--- src/rtl/pipeline_step_ctrl.sv ---
// Run/step/halt controller producing the shared enable for all pipeline latches; counts enabled cycles.
// Commands take effect on the accepting edge; o_cmd_ready is low in STEP and DRAIN (commands held off).
`timescale 1ns/1ps
module pipeline_step_ctrl #(
    parameter int DRAIN_CYCLES = 4,
    parameter int CNT_WIDTH    = 32
) (
    input  logic                 i_clock,
    input  logic                 i_reset,
    input  logic                 i_cmd_valid,
    input  logic [1:0]           i_cmd,
    output logic                 o_cmd_ready,
    input  logic                 i_halt_detected,
    output logic                 o_enable,
    output logic                 o_halted,
    output logic [2:0]           o_state,
    output logic [CNT_WIDTH-1:0] o_cycle_count
);
    localparam logic [2:0] S_IDLE   = 3'd0;
    localparam logic [2:0] S_RUN    = 3'd1;
    localparam logic [2:0] S_STEP   = 3'd2;
    localparam logic [2:0] S_DRAIN  = 3'd3;
    localparam logic [2:0] S_HALTED = 3'd4;

    localparam logic [1:0] CMD_CLEAR = 2'b00;
    localparam logic [1:0] CMD_RUN   = 2'b01;
    localparam logic [1:0] CMD_STEP  = 2'b10;
    localparam logic [1:0] CMD_STOP  = 2'b11;

    localparam int            DW         = $clog2(DRAIN_CYCLES + 1);
    localparam logic [DW-1:0] DRAIN_LOAD = DW'(DRAIN_CYCLES);

    logic [2:0]           r_state;
    logic [2:0]           w_state_nxt;
    logic [DW-1:0]        r_drain_cnt;
    logic [DW-1:0]        w_drain_nxt;
    logic [CNT_WIDTH-1:0] r_cycle_count;
    logic                 w_clear;
    logic                 w_accept;
    logic                 w_enable;
    logic                 w_ready;

    assign w_accept = i_cmd_valid & w_ready;

    always_ff @(posedge i_clock) begin
        if (i_reset) begin
            r_state     <= S_IDLE;
            r_drain_cnt <= '0;
        end else begin
            r_state     <= w_state_nxt;
            r_drain_cnt <= w_drain_nxt;
        end
    end

    always_comb begin
        w_state_nxt = r_state;
        w_drain_nxt = r_drain_cnt;
        w_clear     = 1'b0;
        case (r_state)
            S_IDLE: begin
                if (w_accept) begin
                    case (i_cmd)
                        CMD_RUN:   w_state_nxt = S_RUN;
                        CMD_STEP:  w_state_nxt = S_STEP;
                        CMD_CLEAR: w_clear     = 1'b1;
                        default:   w_state_nxt = S_IDLE;
                    endcase
                end
            end
            S_RUN: begin
                // A decoded HALT outranks a simultaneous STOP; the STOP is still consumed.
                if (i_halt_detected) begin
                    w_state_nxt = S_DRAIN;
                    w_drain_nxt = DRAIN_LOAD;
                end else if (w_accept && i_cmd == CMD_STOP) begin
                    w_state_nxt = S_IDLE;
                end
            end
            S_STEP: begin
                if (i_halt_detected) begin
                    w_state_nxt = S_DRAIN;
                    w_drain_nxt = DRAIN_LOAD;
                end else begin
                    w_state_nxt = S_IDLE;
                end
            end
            S_DRAIN: begin
                w_drain_nxt = r_drain_cnt - DW'(1);
                if (r_drain_cnt <= DW'(1)) begin
                    w_state_nxt = S_HALTED;
                    w_drain_nxt = '0;
                end
            end
            S_HALTED: begin
                if (w_accept && i_cmd == CMD_CLEAR) begin
                    w_state_nxt = S_IDLE;
                    w_clear     = 1'b1;
                end
            end
            default: w_state_nxt = S_IDLE;
        endcase
    end

    always_comb begin
        w_enable = (r_state == S_RUN) || (r_state == S_STEP) || (r_state == S_DRAIN);
        w_ready  = (r_state == S_IDLE) || (r_state == S_RUN) || (r_state == S_HALTED);
    end

    // Clear only happens with enable low, so zeroing and incrementing never really collide.
    always_ff @(posedge i_clock) begin
        if (i_reset || w_clear) begin
            r_cycle_count <= '0;
        end else if (w_enable && (r_cycle_count != {CNT_WIDTH{1'b1}})) begin
            r_cycle_count <= r_cycle_count + CNT_WIDTH'(1);
        end
    end

    assign o_enable      = w_enable;
    assign o_cmd_ready   = w_ready;
    assign o_halted      = (r_state == S_HALTED);
    assign o_state       = r_state;
    assign o_cycle_count = r_cycle_count;
endmodule
--- config.mk ---
export PLATFORM = sky130hd
export DESIGN_NAME = pipeline_step_ctrl
export DESIGN_NICKNAME = d
export VERILOG_FILES = /design/src/rtl/pipeline_step_ctrl.sv
export SDC_FILE = /design/constraint.sdc
export NUM_CORES = 1
export LEC_CHECK = 0
export CAP_MARGIN = 5
export CORE_MARGIN = 10
export CORE_UTILIZATION = 64
export CTS_BUF_LIST = sky130_fd_sc_hd__clkbuf_2 sky130_fd_sc_hd__clkbuf_4 sky130_fd_sc_hd__clkbuf_8
export CTS_CLUSTER_DIAMETER = 80
export DETAILED_ROUTE_END_ITERATION = 12
export DONT_BUFFER_PORTS = 1
export HOLD_SLACK_MARGIN = 0.02
export PLACE_DENSITY = 0.87
export SLEW_MARGIN = 20
export SYNTH_ARGS = -nofsm -noshare
export SYNTH_HDL_FRONTEND = slang
export SYNTH_SLANG_ARGS = --single-unit
--- constraint.sdc ---
create_clock -name i_clock -period 5.5 [get_ports i_clock]
set_input_delay 0.825 -clock i_clock [delete_from_list [all_inputs] [get_ports i_clock]]
set_output_delay 0.825 -clock i_clock [all_outputs]
set_load 0.02 [all_outputs]
# Word level (Yosys, flattened, before mapping)
# Index checks and enable logic that the tools add are counted.
# word_totals
reg_bits,38
out_inout_bits,38
elab_cells,50
input_bits,6
# classes
order_cmp,1
bitwise,1
eq_ne,14
n_addsub,2
muxes,15
n_reduce_logical,14
# ops
op,n
$add A32 B1 Y32 const B,1
$ne A32 B32 Y1 const B,1
$mux W3,7
$pmux W3 S5,1
$pmux W3 S3,1
$eq A3 B2 Y1 const B,2
$ne A2 B2 Y1 const B,3
$pmux W3 S2,1
$logic_or A1 B1 Y1,5
$reduce_and A5 Y1,1
$eq A2 B2 Y1 const B,2
$ne A2 B1 Y1 const B,2
$eq A3 B1 Y1 const B,1
$eq A3 B3 Y1 const B,1
$le A3 B1 Y1 const B,1
$logic_and A1 B1 Y1,3
$logic_not A3 Y1,1
$mux W1,3
$ne A3 B3 Y1 const B,1
$sub A3 B1 Y3 const B,1
$eq A2 B1 Y1 const B,1
$logic_not A2 Y1,1
$mux W2,1
$pmux W1 S2,1
other kinds (4),4

# Depth between registers and ports, before layout
# Gate-level depths: netlist of run 1.
# depth
depth_word,8
mapped_depth,8
ltp_nobuf,6

# Least setup slack after synthesis of run 1
# OpenSTA, ideal clock, no wires.
# synth_timing
path_type,reg-to-output
from,"register r_state[2], in the netlist o_state[2]"
to,output port o_enable
n_path_buf,2
setup_slack_ns,3.276
arrival_time_ns,1.399
required_time_ns,4.675
path_stages_with_launch,5
cell_sequence,dfxtp_1 > clkbuf_1 > o21bai_2 > clkinv_1 > clkbuf_8
# synth_via
elab_chain_len,3
# synth_rtl
item,line,rtl
"start, declared",33,logic [2:0] r_state;
"start signal, assigned",50,r_state <= w_state_nxt;
$eq A3 B1 Y1 or $eq A3 B2 Y1 (tied branches),105,w_enable = (r_state == S_RUN) || (r_state == S_STEP) || (r_state == S_DRAIN);
$logic_or A1 B1 Y1,105,
$logic_or A1 B1 Y1 (*),105,
"end, declared",14,"output logic o_enable,"
# Mark *: on every way between the ends. The rest lies on a longest branch, timed or not.

# Worst setup path in the final report of run 1
# Ends and elaborated chain as after synthesis.

==> impl.org, run 1 <==
** STA
- Setup-failing EPs final :: 0
- Sum Neg Setup Slack :: 0 ns
- RSZ-0062 raised after global routing :: false
- Least-Margin Pin Slew :: about 0.77 ns
- Final Skew :: 0.0136 ns
- Count of final max-slew check failures :: 0
- Number of failing hold endpoints at the final stage :: 0
- Worst hold margin :: ~0.49 ns
- Of the available clock period, the critical path in the final layout requires between 50 and 60%.
- For this run, the top clock speed supported by timing is 358 MHz.
- Final critical path time including I/O delays and setup :: between 2 and 3 ns
- In this run the tightest slew margin relative to its limit is roughly half.

** Layout
- Relative to the synthesized area, the layout overhead comes to 2.33%.
- The post-route netlist has around 11% of its cells at a drive strength greater than 1.
- Total of fill cells in the finished design :: 260
- The number of antenna diodes in the final layout is 0.
- Core Util, Final :: ~70%
- Final layout net count :: around 260
- With fillers left out, the area of the finished cells amounts to ~2200 sq um.

** Flow run
- Max Cap Violations :: 0

** Power
- Net switching power :: 0.134 mW
- Overall power consumption after layout is estimated at 0.514 mW.
- Per report_power, the sequential group accounts for between 50% and 60% of the total.
- VDD sags by at most 0.000157 V.
- Per report_power, the clock group accounts for a little over a third of the total.
- The internal portion of the total power is 0.380 mW.
- In this run the static leakage power is between 0.6 and 0.7 nW.
- Of the total power, the share spent switching nets is a little over a quarter.
- Share of power burned in combinational logic :: about 8%
- Power Dens Cells :: 234 nW/um^2

** Global routing
- Entering global routing, the biggest net connects 36 pins.
- The initial antenna violation count is 0.
- Global-route wire length before repair :: 8250 microns
- Total Routing Usage GR :: roughly 16%
- The via count of the first global-routing pass is approximately 1.7k.
- After global routing the overflow that remains totals 0.

** Route
- After detailed routing, the number of remaining DRC violations is 0.
- Summing over every cut layer, the via total after detailed routing is a little under 2k.
- Post-detailed-routing wire length :: approximately 4900 microns
- In the final routed layout, each cell accounts on average for between 15 and 20 microns.
- Routed via count divided by cell count :: between 6 and 7
- First-pass iteration count of the detailed router :: 4
- The first routing iteration left about 150 violations.
- Post-route ant nets :: 0

** Yosys
- In this run the cell area of the synthesized design comes to ~2100 sq um.
- Seq/Total Area, Yosys :: a little over a third
- Synth unique cells :: between 50 and 60
- Post-synth net total :: roughly 260
- Among all flip-flop cells after synthesis, the most frequent one is dfxtp_1.
- Averaged over all synthesized cells, the footprint is roughly 8.4 sq um.
- Of all flip-flops after synthesis, the portion carrying an async set or reset was 0%.
- Gate count of the mapped netlist :: roughly 260
- Number of synthesized flops with an enable pin :: 0
- Counting flops and latches in the post-synthesis netlist gives 38.
- Yosys printed 0 warnings.

** Die
- Chip Height :: around 78 microns
- Placeable core area :: 3130 sq um
- Num ports :: 44
- # rows :: 20
- Initial Util :: between 60 and 70%
- In this run the horizontal extent of the chip is about 80 microns.
- DIE AREA :: 6060 sq um

** Place
- At the end of routability-driven placement, the weighted congestion stood at roughly 0.85.
- Number of input and output port buffers inserted :: 0
- DP Wirelength :: approximately 3500 microns
- Area after DPL :: 2110 sq um

** Critical path
- Delay of the slowest cell on the worst path :: 0.68 ns
- Sort of element at the end of the critical path :: primary output
- STA classifies the critical path startpoint as a flip-flop.
- CP startpoint :: o_state[2]
- The worst register-to-register path begins at o_state[2].
- Critical path data arrival time :: between 1.5 and 2 ns
- Required time of the worst setup path :: between 4 and 5 ns
- Start-to-end type of the worst setup path :: flip-flop to primary output
- Worst path cell trace :: o21bai_2 > clkinv_1
- Crit-path slowest cell :: clkinv_1
- Biggest fanout along the worst timing path :: 18

** Min path
- Hold Path Origin :: r_drain_cnt[2]
- The min-delay analysis places its worst path in the category flip-flop to flip-flop.

** Clock network
- Number of sinks driven by the clock tree :: 38
- Post-cts sizing count :: 0
- Buffers inserted to repair hold after CTS numbered 0.
- In this run, CTS created clock tree buffers numbering 5.
- Clock input transition at the sequential cells of the worst setup and hold paths :: about 0.11 ns
- Root Buffer :: clkbuf_4
- The clock passes through at most 2 buffers.
- TritonCTS built the clock tree.
- Clk Latency, worst-skew pair :: roughly 0.36 ns
- In this run the number of H-tree levels came out at 2.
- Once the clock tree was built, the setup fixing pass inserted 0 buffers.

** Outcome
- Status :: finished clean
-- cell type report --
class	instances	area, sq um	area share, %
flip-flops and latches	38	761	34.7
inverters	4	15.0	0.685
repair buffers	1	7.51	0.342
clock buffers	8	78.8	3.59
well taps	44	55.1	2.51
multi-input cells	201	1280	58.2
-- synthesized netlist by cell type (all sizes together) (4+ instances only) --
master	n	area [sq um]
a21oi	32	160
and2	4	26.3
and4	5	45.0
buf	7	58.8
clkbuf	6	32.5
dfxtp	38	761
nand2	22	85.1
nand3	15	80.1
nand3b	4	30.0
nand4	10	83.8
nor2	12	45.0
nor3	4	20.0
nor4	5	67.6
o21ai	20	100
o31ai	9	67.6
or3	14	88.8
or4	12	95.1
-- power groups by stage --
stage          Clock (mW)  Sequential, mW  Combinational, mW
5_1_grt             0.194           0.292             0.0476
4_1_cts             0.185           0.291             0.0428
6_report            0.181           0.291             0.0424
3_5_place_dp            0           0.297             0.0426
3_3_place_gp            0           0.297             0.0418
2_1_floorplan           0           0.292             0.0419
-- cells by family (layout without fill, tap and decap cells) --
kind of cell	count (synthesis)	after routing	synth area share, %
buffers and inverters	17	13	4.96
adders and majority gates	2	2	1.17
and+or+nand+nor	119	119	35.5
DFF	38	38	35.5
xor gates and xnor gates	1	1	0.409
AOI/OAI and AO/OA	76	76	21.1
muxes	3	3	1.40
-- worst max-delay path: cells and delay by family (launching register included) --
| family | cells | cell delay [ns] |
|---|---|---|
| AOI/OAI and AO/OA | 1 | 0.31 |
| DFF | 1 | 0.62 |
| buffers and inverters | 1 | 0.68 |
-- metal layers --
layer / vias to the layer above / global-route usage (%) / wire (microns)
li1: 977 / - / -
met1: 901 / 19.8 / 2080
met2: 58 / 23.8 / 2160
met3: 7 / 7.03 / 558
met4: 0 / 5.66 / 59
met5: - / 0 / 0
-- final timing paths --
check | endpoint | slack [ns] | cells past startpoint
max | o_enable | 2.71 | 2
min | r_drain_cnt[1] | 0.49 | 2
max reg2reg | o_cycle_count[20] | 2.97 | 5
min reg2reg | r_drain_cnt[1] | 0.49 | 2
-- layout by cell type, fill, tap and decap left out, drive strengths merged, types with 2 or more instances in the layout --
cell    count
dfxtp      38
a21oi      32
nand2      22
o21ai      20
nand3      15
or3        14
nor2       12
or4        12
nand4      10
o31ai       9
clkbuf      8
and4        5
nor4        5
nand3b      4
nor3        4
and2        4
inv         3
mux2i       3
o211ai      3
and3        2
and3b       2
nor4b       2
nand2b      2
o41ai       2
ha          2
o311ai      2
-- state kept, by name (all words and copies together) (netlist names) --
register	count
o_state	3
o_cycle_count	32
r_drain_cnt	3
-- metrics by stage --
stage               std cells  setup slack (ns)
finish                    296              2.71
global route              296              2.57
CTS                       296              2.70
detailed placement        288              2.97
global placement          288              3.03
floorplan                 256              3.28
(Power assumes the default switching activity.)
==> run 2: changes to the inputs <==
clock period = 2.6 ns   (was 5.5 ns; I/O delays follow)
==> impl.org, run 2 (synthesis results as in run 1) <==
** Critical path
- The critical path ends at o_cycle_count[20].
- The biggest cell delay along the critical path is 0.55 ns (-0.13 ns).
- The largest individual stage delay along the critical path comes from the cell dfxtp_1.
- Sort of element at the end of the critical path :: flip-flop
- The critical path is of the flip-flop to flip-flop type.
- The reg-to-reg setup timing slack was 0.33 ns (-2.64 ns).
- Critical path data arrival time :: 2.54 ns (+0.57 ns)
- Traced cell by cell, the critical path runs through ha_1 > and4_1 > nand3_1 > or4_1 > a21oi_1.
- In this run the worst setup path begins at o_cycle_count[0].
- Endpoint of the worst register-to-register path :: o_cycle_count[20]
- Origin of the critical flop-to-flop path :: o_cycle_count[0]
- The number of cell instances on the worst register-to-register path is 5 (unchanged).
- The required time of the critical path came to 2.87 ns (-1.81 ns).
- The maximum net fanout on the critical path came to 12 (-6).
- Worst Setup Start Kind :: flip-flop

** STA
- RSZ-0062 raised after global routing :: false
- The final setup TNS was 0 ns (unchanged).
- The max-slew headroom at the worst pin came to 51.3% (+2.8 points).
- Count of final max-slew check failures :: 0 (unchanged)
- Of the available clock period, the critical path in the final layout requires between 80% and 90%.
- The number of setup violations in the final report was 0 (unchanged).
- Worst hold margin :: 0.100 ns (-0.386 ns)
- The hold violation count in the final report came to 0 (unchanged).
- For this run, the top clock speed supported by timing is about 440 MHz.
- Least-Margin Pin Slew :: 0.725 ns (-0.0433 ns)
- Final critical path time including I/O delays and setup :: between 2 and 2.5 ns
- Setup slack after layout :: 0.327 ns (-2.38 ns)
- Final Skew :: 0.00944 ns (-0.00421 ns)

** Outcome
- Status :: finished clean

** Global routing
- The met2 global-route usage was 28.7% (+4.9 points).
- The overall track demand over capacity in global routing came to 17.5% (+1.5 points).
- Via count of the first global-routing pass :: 1879 (+8.0%)
- Met3 Use GR :: 7.72% (+0.69 points)
- Highest-utilization routing layer at the global route stage :: met2
- The met1 usage in global routing came to 19.7% (-0.054 points).
- The initial antenna violation count was 0 (unchanged).
- The global-route wire length before repair came to 8950 microns (+8.5%).
- The final global-route overflow total is 0 (unchanged).
- Pin count of the biggest net entering global routing :: 30 (-17%)

** Route
- Routed via count divided by cell count :: 6.57 (+0.13%)
- The number of remaining DRC errors is 0 (unchanged).
- Post-route ant nets :: 0 (unchanged)
- The DRC marker count from the first detailed-route iteration came to 212 (+45%).
- The length of the first detailed-routing pass in iterations was 4 (unchanged).
- Post-detailed-routing wire length :: 5350 microns (+10%)
- The number of vias after detailed routing came to 2031 (+4.5%).
- The average wire per cell in the routed design came to 17.3 microns (+5.4%).

** Clock network
- The root buffer cell chosen for the clock tree is clkbuf_4.
- H-Tree Level Count :: 2 (unchanged)
- The number of buffers created by CTS is 5 (unchanged).
- Post-CTS Setup Repair Bufs :: 0 (unchanged)
- CTS tree :: built
- The maximum count of clock buffers along a single path came to 2 (unchanged).
- The clock latency of the later-clocked register in the worst-skew pair came to 0.34 ns (-0.02 ns).
- Number of sinks driven by the clock tree :: 38 (unchanged)
- The post-cts sizing count is 0 (unchanged).
- Clock input transition at the sequential cells of the worst setup and hold paths :: 0.11 ns (about the same)
- Total of hold buffers inserted after clock tree synthesis :: 0 (unchanged)

** Power
- Power Dens Cells :: 461 nW/um^2 (+97%)
- The leakage dissipation was 0.735 nW (+9.5%).
- The highest ir drop seen on vdd was 0.000336 V (+110%).
- The reported net switching power is 0.276 mW (+110%).
- The part of the total power dissipated in combinational logic was 11.4% (+3.2 points).
- Sw frac :: 26.4% (+0.26 points)
- Internal Pwr Total :: 0.772 mW (+100%)
- The portion of total power attributed to the clock network came to 31.1% (-4.1 points).
- Register share of total power :: 57.6% (+1.0 points)

** Place
- Number of input and output port buffers inserted :: 0 (unchanged)
- Area after DPL :: 2210 sq um (+4.6%)
- The detailed placement HPWL came to 3900 microns (+12%).
- The final weighted congestion in routability-driven placement was 0.827 (-2.5%).
- Post-placement worst setup slack :: 0.395 ns (-2.58 ns)

** Layout
- Total of fill cells in the finished design :: 257 (-1.2%)
- Most frequent standard cell in the layout excluding fill and tap cells :: dfxtp_1
- Ratio of cells with drive above 1 in the final layout :: 15.5% (+4.4 points)
- The area growth from synthesis to layout is 6.19%.
- Antenna fix cells :: 0 (unchanged)
- Number of flip-flops in the largest register :: 32 (unchanged)
- The post-route cell area was 2280 sq um (+3.8%).
- Final layout net count :: 272 (+5.0%)
- Leading cell types in the layout, fill and taps excluded :: dfxtp_1, a21oi_1, nand2_1

** Die
- DIE AREA :: 6060 sq um (unchanged)
- The die boundary height came to 77.9 microns (unchanged).
- Num ports :: 44 (unchanged)
- # rows :: 20 (unchanged)
- The starting utilization of the core area is 68.5% (unchanged).
- Placeable core area :: 3130 sq um (unchanged)
- Die width :: 77.9 microns (unchanged)

** Flow run
- Max Cap Violations :: 0 (unchanged)

** Min path
- Worst min-delay path class :: input port to flip-flop
- Number of cells on the worst hold path :: 1 (-1)
-- run 2: cell count changes in the layout (fill, tap and decap cells not counted) --
cell,before,now
clkbuf_4,5,6
clkbuf_8,3,1
clkinv_2,0,1
buf_4,1,14
-- run 2: layout make-up --
cell class                 instances  area (sq um)  area share [%]
clock buffer                       7          58.8            2.58
clock inverter                     1          5.00           0.220
inverter                           4          15.0           0.660
multi-input combinational        201          1280            56.1
sequential                        38           761            33.4
tap                               44          55.1            2.42
timing repair buffer              14           105            4.62
-- run 2: through the flow --
stage	power [mW]	utilization, %	cells
after global placement	0.731	70.7	301
final	1.05	72.8	309
after CTS	1.06	72.8	309
after floorplan	0.707	-	256
after global routing	1.09	72.8	309
after detailed placement	0.735	70.7	301
-- run 2: worst min-delay path by stage --
stage | end | from | slack, ns
6_report | r_drain_cnt[1] | i_reset | 0.10
5_1_grt | r_drain_cnt[1] | i_reset | 0.08
4_1_cts | r_drain_cnt[1] | i_reset | 0.09
3_5_place_dp | r_drain_cnt[0] | i_reset | 0.46
3_3_place_gp | r_drain_cnt[0] | i_reset | 0.46
2_1_floorplan | r_drain_cnt[1] | r_drain_cnt[2] | 0.45
-- run 2: metal layers --
metal | wire (microns) | share of wire [%]
met3 | 553 | 10
met2 | 2490 | 47
met4 | 84 | 1.6
met5 | 0 | 0
met1 | 2220 | 42
-- run 2: power groups by stage --
| stage | registers [mW] | logic, mW | clock network (mW) |
|---|---|---|---|
| after floorplan | 0.618 | 0.0886 | 0 |
| after global placement | 0.616 | 0.115 | 0 |
| after detailed placement | 0.617 | 0.118 | 0 |
| after CTS | 0.603 | 0.118 | 0.333 |
| after global routing | 0.605 | 0.130 | 0.357 |
| final | 0.603 | 0.119 | 0.326 |
-- run 2: critical path, delay by kind of cell, from the launching register on --
kind                       cells  cell delay [ns]
DFF                            1             0.55
and+or+nand+nor                3             1.14
adders and majority gates      1             0.36
AOI/OAI and AO/OA              1             0.14
==> run 3: changes to the inputs <==
CORE_UTILIZATION = 38   (was 64)
PLACE_DENSITY = 0.61   (was 0.87)
clock period = 2 ns   (was 2.6 ns; I/O delays follow)
==> impl.org, run 3 (synthesis results as in run 1) <==
** Outcome
- The flow ran to the end, and the final reports show no timing, DRC or antenna violations.

** Critical path
- The worst setup path is launched from a flip-flop.
- Start-to-end type of the worst setup path :: flip-flop to flip-flop
- Worst path cell trace :: nand4_2 > nor4_4 > buf_4 > nand2_2 > or4_1 > a21oi_1
- Origin of the critical flop-to-flop path :: o_cycle_count[5]
- R2R depth :: 6 (+1)
- Critical path data arrival time :: 2.09 ns (-0.45 ns)
- Required time of the worst setup path :: 2.23 ns (-0.64 ns)
- Crit-path slowest cell :: or4_1
- The maximum net fanout on the critical path was 5 (-7).
- STA classifies the critical path endpoint as a flip-flop.
- The reg-to-reg setup timing slack came to 0.14 ns (-0.19 ns).
- Delay of the slowest cell on the worst path :: 0.47 ns (-0.08 ns)
- The worst register-to-register path ends at o_cycle_count[19].

** Route
- Routed via count :: 2124 (+4.6%)
- Post-route ant nets :: 0 (unchanged)
- The per-cell via count in the routed design is 5.63 (-14%).
- Number of DRC markers in iteration 0 :: 104 (-51%)
- The average wire per cell in the routed design is 15.6 microns (-10%).
- First-pass iteration count of the detailed router :: 4 (unchanged)
- Post-detailed-routing wire length :: 5870 microns (+9.8%)
- # DRC :: 0 (unchanged)

** Clock network
- CTS tree :: built
- The number of clock sinks is 38 (unchanged).
- H-Tree Level Count :: 2 (unchanged)
- The maximum count of clock buffers along a single path was 2 (unchanged).
- Root Buffer :: clkbuf_8
- The clock latency of the later-clocked register in the worst-skew pair is 0.30 ns (-0.04 ns).
- Clock input transition at the sequential cells of the worst setup and hold paths :: 0.08 ns (-0.03 ns)
- Number of buffers created by CTS :: 5 (unchanged)

** Layout
- The final-layout fill cell count is 549 (+110%).
- Antenna fix cells :: 0 (unchanged)
- The area growth from synthesis to layout is 24.0%.
- Final layout net count :: 313 (+15%)
- The top cell types in the final layout, fill and taps aside, are buf_4, a21oi_1, dfxtp_1.
- Ratio of cells with drive above 1 in the final layout :: 30.5% (+15 points)
- The number of flip-flops under the largest register name came to 32 (unchanged).
- Most frequent standard cell in the layout excluding fill and tap cells :: buf_4
- Fin cells :: 377 (+22%)

** Global routing
- The overall track demand over capacity in global routing came to 13.1% (-4.3 points).
- Final global-route overflow total :: 0 (unchanged)
- Global-route wire length before repair :: 9670 microns (+8.0%)
- Antenna violations before repair :: 0 (unchanged)
- Pin count of the biggest net entering global routing :: 15 (-50%)
- Via count of the first global-routing pass :: 1948 (+3.7%)

** STA
- Slew HR :: 69.6% (+18 points)
- The upper clock frequency limit came to 538 MHz (+22%).
- Period Utilization, post-route :: 92.9% (+5.5 points)
- Sum Neg Setup Slack :: 0 ns (unchanged)
- Final Skew :: 0.00685 ns (-0.00259 ns)
- RSZ-0062 raised after global routing :: false
- Setup-failing EPs final :: 0 (unchanged)
- Number of failing hold endpoints at the final stage :: 0 (unchanged)
- Final critical path time including I/O delays and setup :: 1.86 ns (-0.414 ns)
- The slew at the pin closest to its max-slew limit was 0.458 ns (-0.268 ns).
- The max-slew violation count is 0 (unchanged).

** Die
- The full die area is 9040 sq um (+49%).
- The top-level I/O count was 44 (unchanged).
- Die width :: 95.1 microns (+22%)
- The starting utilization of the core area is 38.9% (-30 points).
- # rows :: 27 (+35%)
- Placeable core area :: 5510 sq um (+76%)
- Chip Height :: 95.1 microns (+22%)

** Place
- DP Wirelength :: 4600 microns (+18%)
- Gpl congestion :: 0.845 (+2.2%)
- The total instance count after detailed placement came to 368 (+22%).
- The total of buffers placed on input and output ports came to 0 (unchanged).

** Min path
- Number of cells on the worst hold path :: 1 (unchanged)
- The worst hold path begins at i_reset.
- The worst hold path belongs to the class input port to flip-flop.
- Worst hold path endpoint :: r_drain_cnt[1]

** Power
- Power after layout :: 1.46 mW (+39%)
- The leakage dissipation came to 0.965 nW (+31%).
- The power per cell area came to 550 nW/um^2 (+19%).
- The highest ir drop seen on vdd was 0.000371 V (+11%).

** Flow run
- The max capacitance violation total was 0 (unchanged).
-- run 3: routing by layer --
| layer | global-route usage (%) | wire [microns] |
|---|---|---|
| met5 | 0 | 0 |
| met3 | 4.87 | 534 |
| met4 | 4.49 | 74 |
| met1 | 16.0 | 2570 |
| met2 | 20.8 | 2690 |
-- run 3: timing repair --
action / CTS / global route
endpoints found under the setup margin: 0 / 10
resized for setup: 0 / 10
hold buffers: 0 / 0
buffers inserted: 0 / 2
-- run 3: power breakdown --
part | internal (mW) | switching (mW)
Clock | 0.234 | 0.274
Combinational | 0.0647 | 0.113
Sequential | 0.767 | 0.00907
Total | 1.07 | 0.396
-- run 3: stage by stage --
stage                     setup WS, ns  hold slack, ns  cell area (sq um)  util [%]
after floorplan                 0.0118           0.454               2150         -
after global placement           0.126           0.373               2540      46.2
after detailed placement        0.0550           0.373               2540      46.2
after CTS                       0.0338          0.0543               2620      47.6
after global routing           0.00351          0.0550               2660      48.3
final                            0.141          0.0641               2660      48.3
-- run 3: cell type report --
type                            count  area (sq um)  area share, %
Multi-Input combinational cell    201          1290           48.5
Sequential cell                    38           772           29.0
Timing Repair Buffer               55           413           15.5
Tap cell                           72          90.1           3.39
Clock buffer                        5          68.8           2.59
Inverter                            4          15.0          0.565
Clock inverter                      2          10.0          0.377
-- run 3: critical path, delay by kind of cell (launching register included) --
kind	cells	cell delay (ns)
flops	1	0.37
buf+inv	1	0.18
simple gates	4	1.11
compound gates	1	0.14
-- run 3: worst max-delay path by stage --
stage,startpoint,to,slack [ns],cells past startpoint
5_1_grt,o_cycle_count[5],o_cycle_count[27],0.004,5
3_5_place_dp,o_cycle_count[3],o_cycle_count[14],0.06,7
4_1_cts,o_cycle_count[3],o_cycle_count[14],0.03,7
3_3_place_gp,o_cycle_count[6],o_cycle_count[25],0.13,5
2_1_floorplan,o_cycle_count[4],o_cycle_count[25],0.01,5
6_report,o_cycle_count[5],o_cycle_count[19],0.14,6
